===== src/rtl/regfile_writeback_unit.sv =====
// Regfile write-port master: merges ALU results and in-order load responses, tracks loads in flight.
// ALU write 1 cycle after accept, load write 2 cycles after response; hold slot drains every cycle, so responses never stall.
module regfile_writeback_unit #(
  parameter int XLEN     = 32,
  parameter int REG_AW   = 5,
  parameter int LQ_DEPTH = 4
) (
  input  logic                   clk,
  input  logic                   reset,
  input  logic                   alu_valid,
  input  logic [REG_AW-1:0]      alu_rd,
  input  logic [XLEN-1:0]        alu_result,
  output logic                   alu_ready,
  input  logic                   ld_issue_valid,
  input  logic [REG_AW-1:0]      ld_issue_rd,
  input  logic [2:0]             ld_issue_funct3,
  input  logic [1:0]             ld_issue_byteoff,
  output logic                   ld_issue_ready,
  input  logic                   mem_rsp_valid,
  input  logic [XLEN-1:0]        mem_rsp_data,
  output logic                   mem_rsp_ready,
  output logic                   writeEnable,
  output logic [REG_AW-1:0]      writeAddr,
  output logic [XLEN-1:0]        writeData,
  output logic [(1<<REG_AW)-1:0] busy_vec,
  output logic                   rsp_err
);
  localparam int PW   = $clog2(LQ_DEPTH);
  localparam int CW   = PW + 1;
  localparam int NREG = 1 << REG_AW;

  typedef struct packed {
    logic [REG_AW-1:0] rd;
    logic [2:0]        funct3;
    logic [1:0]        byteoff;
  } lq_entry_t;

  lq_entry_t         lq_q [LQ_DEPTH];
  lq_entry_t         lq_d [LQ_DEPTH];
  logic [PW-1:0]     wr_ptr_q, wr_ptr_d, rd_ptr_q, rd_ptr_d;
  logic [CW-1:0]     count_q, count_d;
  logic              hold_vld_q, hold_vld_d;
  logic [REG_AW-1:0] hold_rd_q, hold_rd_d;
  logic [XLEN-1:0]   hold_dat_q, hold_dat_d;
  logic              we_q, we_d;
  logic [REG_AW-1:0] waddr_q, waddr_d;
  logic [XLEN-1:0]   wdata_q, wdata_d;
  logic              err_q, err_d;

  logic              full, empty, push, pop, rsp_acc, hold_drain;
  lq_entry_t         head;
  logic [PW-1:0]     slot;
  logic [NREG-1:0]   busy;

  function automatic logic [XLEN-1:0] fmt_load(input logic [2:0] f3, input logic [1:0] off,
                                               input logic [XLEN-1:0] w);
    logic [7:0]  b;
    logic [15:0] h;
    b = w[{off, 3'b000} +: 8];
    h = w[{off[1], 4'b0000} +: 16];
    case (f3)
      3'b000:  fmt_load = {{(XLEN-8){b[7]}}, b};
      3'b001:  fmt_load = {{(XLEN-16){h[15]}}, h};
      3'b100:  fmt_load = {{(XLEN-8){1'b0}}, b};
      3'b101:  fmt_load = {{(XLEN-16){1'b0}}, h};
      default: fmt_load = w;
    endcase
  endfunction

  // Handshakes are held off while reset is asserted.
  always_comb begin
    full           = (count_q == CW'(LQ_DEPTH));
    empty          = (count_q == '0);
    head           = lq_q[rd_ptr_q];
    hold_drain     = hold_vld_q;
    ld_issue_ready = reset && !full;
    mem_rsp_ready  = reset && (!hold_vld_q || hold_drain);
    alu_ready      = reset && alu_valid && !hold_vld_q;
    push           = ld_issue_valid && ld_issue_ready;
    rsp_acc        = mem_rsp_valid && mem_rsp_ready;
    pop            = rsp_acc && !empty;

    lq_d = lq_q;
    if (push) lq_d[wr_ptr_q] = '{rd: ld_issue_rd, funct3: ld_issue_funct3, byteoff: ld_issue_byteoff};
    wr_ptr_d = push ? wr_ptr_q + PW'(1) : wr_ptr_q;
    rd_ptr_d = pop  ? rd_ptr_q + PW'(1) : rd_ptr_q;
    case ({push, pop})
      2'b10:   count_d = count_q + CW'(1);
      2'b01:   count_d = count_q - CW'(1);
      default: count_d = count_q;
    endcase

    hold_vld_d = hold_vld_q && !hold_drain;
    hold_rd_d  = hold_rd_q;
    hold_dat_d = hold_dat_q;
    if (pop) begin
      hold_vld_d = 1'b1;
      hold_rd_d  = head.rd;
      hold_dat_d = fmt_load(head.funct3, head.byteoff, mem_rsp_data);
    end
    err_d = err_q || (rsp_acc && empty);
  end

  // Hold slot wins the write port; address/data keep their last value when idle.
  always_comb begin
    we_d    = 1'b0;
    waddr_d = waddr_q;
    wdata_d = wdata_q;
    if (hold_vld_q) begin
      we_d    = (hold_rd_q != '0);
      waddr_d = hold_rd_q;
      wdata_d = hold_dat_q;
    end else if (alu_ready) begin
      we_d    = (alu_rd != '0);
      waddr_d = alu_rd;
      wdata_d = alu_result;
    end
  end

  always_comb begin
    busy = '0;
    slot = '0;
    for (int i = 0; i < LQ_DEPTH; i++) begin
      slot = rd_ptr_q + PW'(i);
      if (CW'(i) < count_q) busy[lq_q[slot].rd] = 1'b1;
    end
    if (hold_vld_q) busy[hold_rd_q] = 1'b1;
    busy[0] = 1'b0;
  end

  always_ff @(posedge clk or negedge reset) begin
    if (!reset) begin
      for (int i = 0; i < LQ_DEPTH; i++) lq_q[i] <= '0;
      wr_ptr_q   <= '0;
      rd_ptr_q   <= '0;
      count_q    <= '0;
      hold_vld_q <= 1'b0;
      hold_rd_q  <= '0;
      hold_dat_q <= '0;
      we_q       <= 1'b0;
      waddr_q    <= '0;
      wdata_q    <= '0;
      err_q      <= 1'b0;
    end else begin
      lq_q       <= lq_d;
      wr_ptr_q   <= wr_ptr_d;
      rd_ptr_q   <= rd_ptr_d;
      count_q    <= count_d;
      hold_vld_q <= hold_vld_d;
      hold_rd_q  <= hold_rd_d;
      hold_dat_q <= hold_dat_d;
      we_q       <= we_d;
      waddr_q    <= waddr_d;
      wdata_q    <= wdata_d;
      err_q      <= err_d;
    end
  end

  assign writeEnable = we_q;
  assign writeAddr   = waddr_q;
  assign writeData   = wdata_q;
  assign busy_vec    = busy;
  assign rsp_err     = err_q;
endmodule

===== config.mk =====
export PLATFORM = sky130hd
export DESIGN_NAME = regfile_writeback_unit
export DESIGN_NICKNAME = d
export VERILOG_FILES = /design/src/rtl/regfile_writeback_unit.sv
export SDC_FILE = /design/constraint.sdc
export NUM_CORES = 1
export LEC_CHECK = 0
export BUFFER_PORTS_ARGS = -buffer_cell sky130_fd_sc_hd__buf_2
export CAP_MARGIN = 25
export CORE_AREA = 5 5 118 120
export DETAILED_ROUTE_END_ITERATION = 7
export DIE_AREA = 0 0 123 125
export GPL_TIMING_DRIVEN = 0
export PLACE_DENSITY = 0.95
export SETUP_SLACK_MARGIN = 0.2
export SLEW_MARGIN = 20
export SYNTH_ARGS = -nofsm -noshare
export SYNTH_HDL_FRONTEND = slang
export SYNTH_SLANG_ARGS = --single-unit
export TNS_END_PERCENT = 5

===== constraint.sdc =====
create_clock -name clk -period 5.7 [get_ports clk]
set_input_delay 0 -clock clk [delete_from_list [all_inputs] [get_ports clk]]
set_output_delay 0 -clock clk [all_outputs]
set_load 0.02 [all_outputs]

==> flow_metrics.tcl <==
set metrics [dict create \
    outcome "completed" \
    clockBufferDepth 2 \
    fillers 735 \
    syn2layout_area_growth_pct 31.8 \
    cts_resized 0 \
    maxCapViolations 0 \
    viasPerCell 6.55 \
    crit_path_end_kind "flop" \
    root_buffer "clkbuf_16" \
    route.detailed.drc 0 \
    synth_cell_type_count 46 \
    synth-main-ff-cell "dfrtp_1" \
    dr.pass1.iters 8 \
    wl_per_cell_um 23.6 \
    core_um2 12900 \
    final.min_clock_period_ns 3.27 \
    grt_overflow 0 \
    die_area_um2 15400 \
    power.density_nw_per_um2 662 \
    rsz0062_at_grt "no" \
    drt-total-wl_mm 28.6 \
    critPathMaxStageDelay_ns 0.45 \
    fin_crit_sh_pct 57.4 \
    synth_edf_count 0 \
    clock_latency_ns 0.43 \
    numCtsBuffers 17 \
    ant_nets 0 \
    synth_area_leaders "dfrtp_1 41%, mux2_2 7.5%, mux2i_1 6.9%" \
    port_buffers 156 \
    fmaxAchievable_mhz 306 \
    final_max_slew_viol_count 0 \
    avgSynthCellArea_um2 9.76 \
    maxSlewHeadroom_pct 36.9 \
    netlist_top_cells_count "124 x dfrtp_1, 114 x nand2_1, 68 x nand3_1" \
    syn_area_um2 7490 \
    fin_nets 1117 \
    p_leak_nw 4.58 \
    worst-endpoint-arrival_ns 3.56 \
    ff_latch_area_um2 3100 \
    fin_tns_setup_ns 0 \
    synthCells 768 \
    drtIter0Drc 1292 \
    cts_num_sinks 124 \
    antenna_found_initial 2 \
    dieHeight_um 125 \
    cpMostUsedCell "clkbuf_1" \
    yosys_register_bits 124 \
    finish.utilization_pct 76.7 \
    grt_max_degree 80 \
    worstMarginPinSlew_ns 0.945 \
    htreeDepth 4 \
    synth_warnings 0 \
    slowest_stage "clkbuf_1" \
    min_path_type "primary input to asynchronous set/reset pin" \
    crit_path_start_kind "flop" \
    yosysSeqAreaShare_pct 41.4 \
    setup-violations-final 0 \
    vias 7956 \
    drive_gt1_share_pct 26.4 \
    ys_async_sr_fraction_pct 100 \
    num_rows 42 \
    critical_path_required_ns 5.99 \
    die_w_um 123 \
    initial_core_util_pct 58.2 \
    ir_worst_vdd_v 0.000508 \
    synth.most_common_cell "dfrtp_1" \
    netlist.top_cell.by_area "dfrtp_1" \
    grtUsageTotal_pct 38.2 \
    cts_tree "yes" \
    io_pins 158 \
    gp_congestion 0.985 \
    grt_pass1_vias 8254 \
    clock_skew_ns 0.0107 \
    clk_pin_slew_ns 0.06 \
    crit_type "flop to flop" \
    multi_input_area_um2 4130 \
    worstPathMaxFanout 11 \
    path_cells "inv_1 > ha_1 > nor2b_1 > or2_2 > clkbuf_1 > inv_1 > clkbuf_1 > clkbuf_1 > ha_1 > mux2i_1 > nor2_1 > xor2_1" \
    final_cell_area_um2 9880 \
    dpl.hpwl_mm 17.0 \
    syn_nets 860 \
    synth.top_cell.area_share_pct 41.4 \
    final_hold_viol_count 0 \
    grt_pass1_wl_mm 45.0 \
    place_area_um2 8530 \
]
worst paths after layout:
kind                       startpoint      endpoint  slack [ns]  depth (start not counted)
setup reg to reg           count_q[0]    count_q[2]        2.43                         12
hold reg to reg              lq_q[21]      lq_q[21]        0.51                          1
setup / recovery           count_q[0]    count_q[2]        2.43                         12
hold / removal                  reset      lq_q[12]        0.09                          2
min in group clk            alu_valid  writeAddr[1]        0.22                          4
max in group asynchronous       reset  writeAddr[0]        4.87                          3
state kept, by name, summed over array words and instances, names as in the netlist:
signal	count
count_q	3
hold_dat_q	32
hold_drain	1
hold_rd_q	5
lq_q	40
rd_ptr_q	2
rsp_err	1
wr_ptr_q	2
writeAddr	5
writeData	32
writeEnable	1
layout by cell type, fill, tap and decap left out, drive strengths merged, types with 11 or more instances in the layout:
| cell type | n |
|---|---|
| buf | 180 |
| dfrtp | 124 |
| nand2 | 114 |
| dlygate4sd3 | 81 |
| nand3 | 68 |
| a22oi | 57 |
| mux2i | 52 |
| nor2 | 52 |
| mux2 | 50 |
| clkbuf | 48 |
| o21ai | 39 |
| mux4 | 22 |
| nor2b | 14 |
| a21oi | 12 |
| nand2b | 11 |
stage by stage:
step                      setup WS (ns)  hold WS, ns  std cells  total power, mW
after global routing               2.27        0.126       1214             6.87
after detailed placement           2.57      -0.0318       1101             5.23
after floorplan                    3.08       -0.296        768             4.12
after CTS                          2.55       0.0845       1213             6.28
after global placement             1.23        0.236       1100             5.13
final                              2.43       0.0861       1215             6.54
power by group:
| group | switching, mW | total, mW | internal, mW |
|---|---|---|---|
| Combinational | 2.48 | 3.89 | 1.41 |
| Sequential | 0.359 | 1.66 | 1.30 |
| Clock | 0.431 | 0.987 | 0.556 |
| Total | 3.27 | 6.54 | 3.27 |
critical path: cells and delay by family (launching register included):
family | cells | cell delay (ns)
multiplexers | 1 | 0.19
XOR/XNOR | 1 | 0.14
flip-flops | 1 | 0.44
adder cells (fa/ha/maj) | 2 | 0.51
buffers and inverters | 5 | 1.32
AND/OR/NAND/NOR | 3 | 0.52
what timing repair did:
action                    in CTS  in global routing
hold buffers                  81                  0
hold endpoints to repair     234                  0
setup buffers                  0                  0
layout make-up:
cell class	instances	area share (%)
diodes	2	0.0507
plain buffers	52	2.43
clock buffers	19	4.38
clock inverters	12	0.963
inverters	7	0.266
multi-input cells	585	41.8
flip-flops and latches	124	31.4
well taps	176	2.23
repair buffers	238	16.5
kinds of logic after synthesis:
logic type | Yosys count | synth area share [%]
DFF | 124 | 41.4
other | 1 | 0.0501
AOI/OAI and AO/OA | 144 | 13.2
muxes | 124 | 21.1
adders and majority gates | 8 | 1.34
buffers and inverters | 59 | 3.56
and+or+nand+nor | 302 | 18.7
xor gates and xnor gates | 6 | 0.701
metal layers:
layer | vias to the layer above | part of all wire, % | wire (µm) | global-route usage, %
li1 | 3318 | - | - | -
met1 | 3766 | 35 | 9880 | 45.1
met2 | 647 | 48 | 13800 | 60.4
met3 | 223 | 9.9 | 2830 | 10.7
met4 | 2 | 7.4 | 2130 | 25.2
met5 | - | 0.035 | 10 | 0
Power figures use the tool's default switching activity.
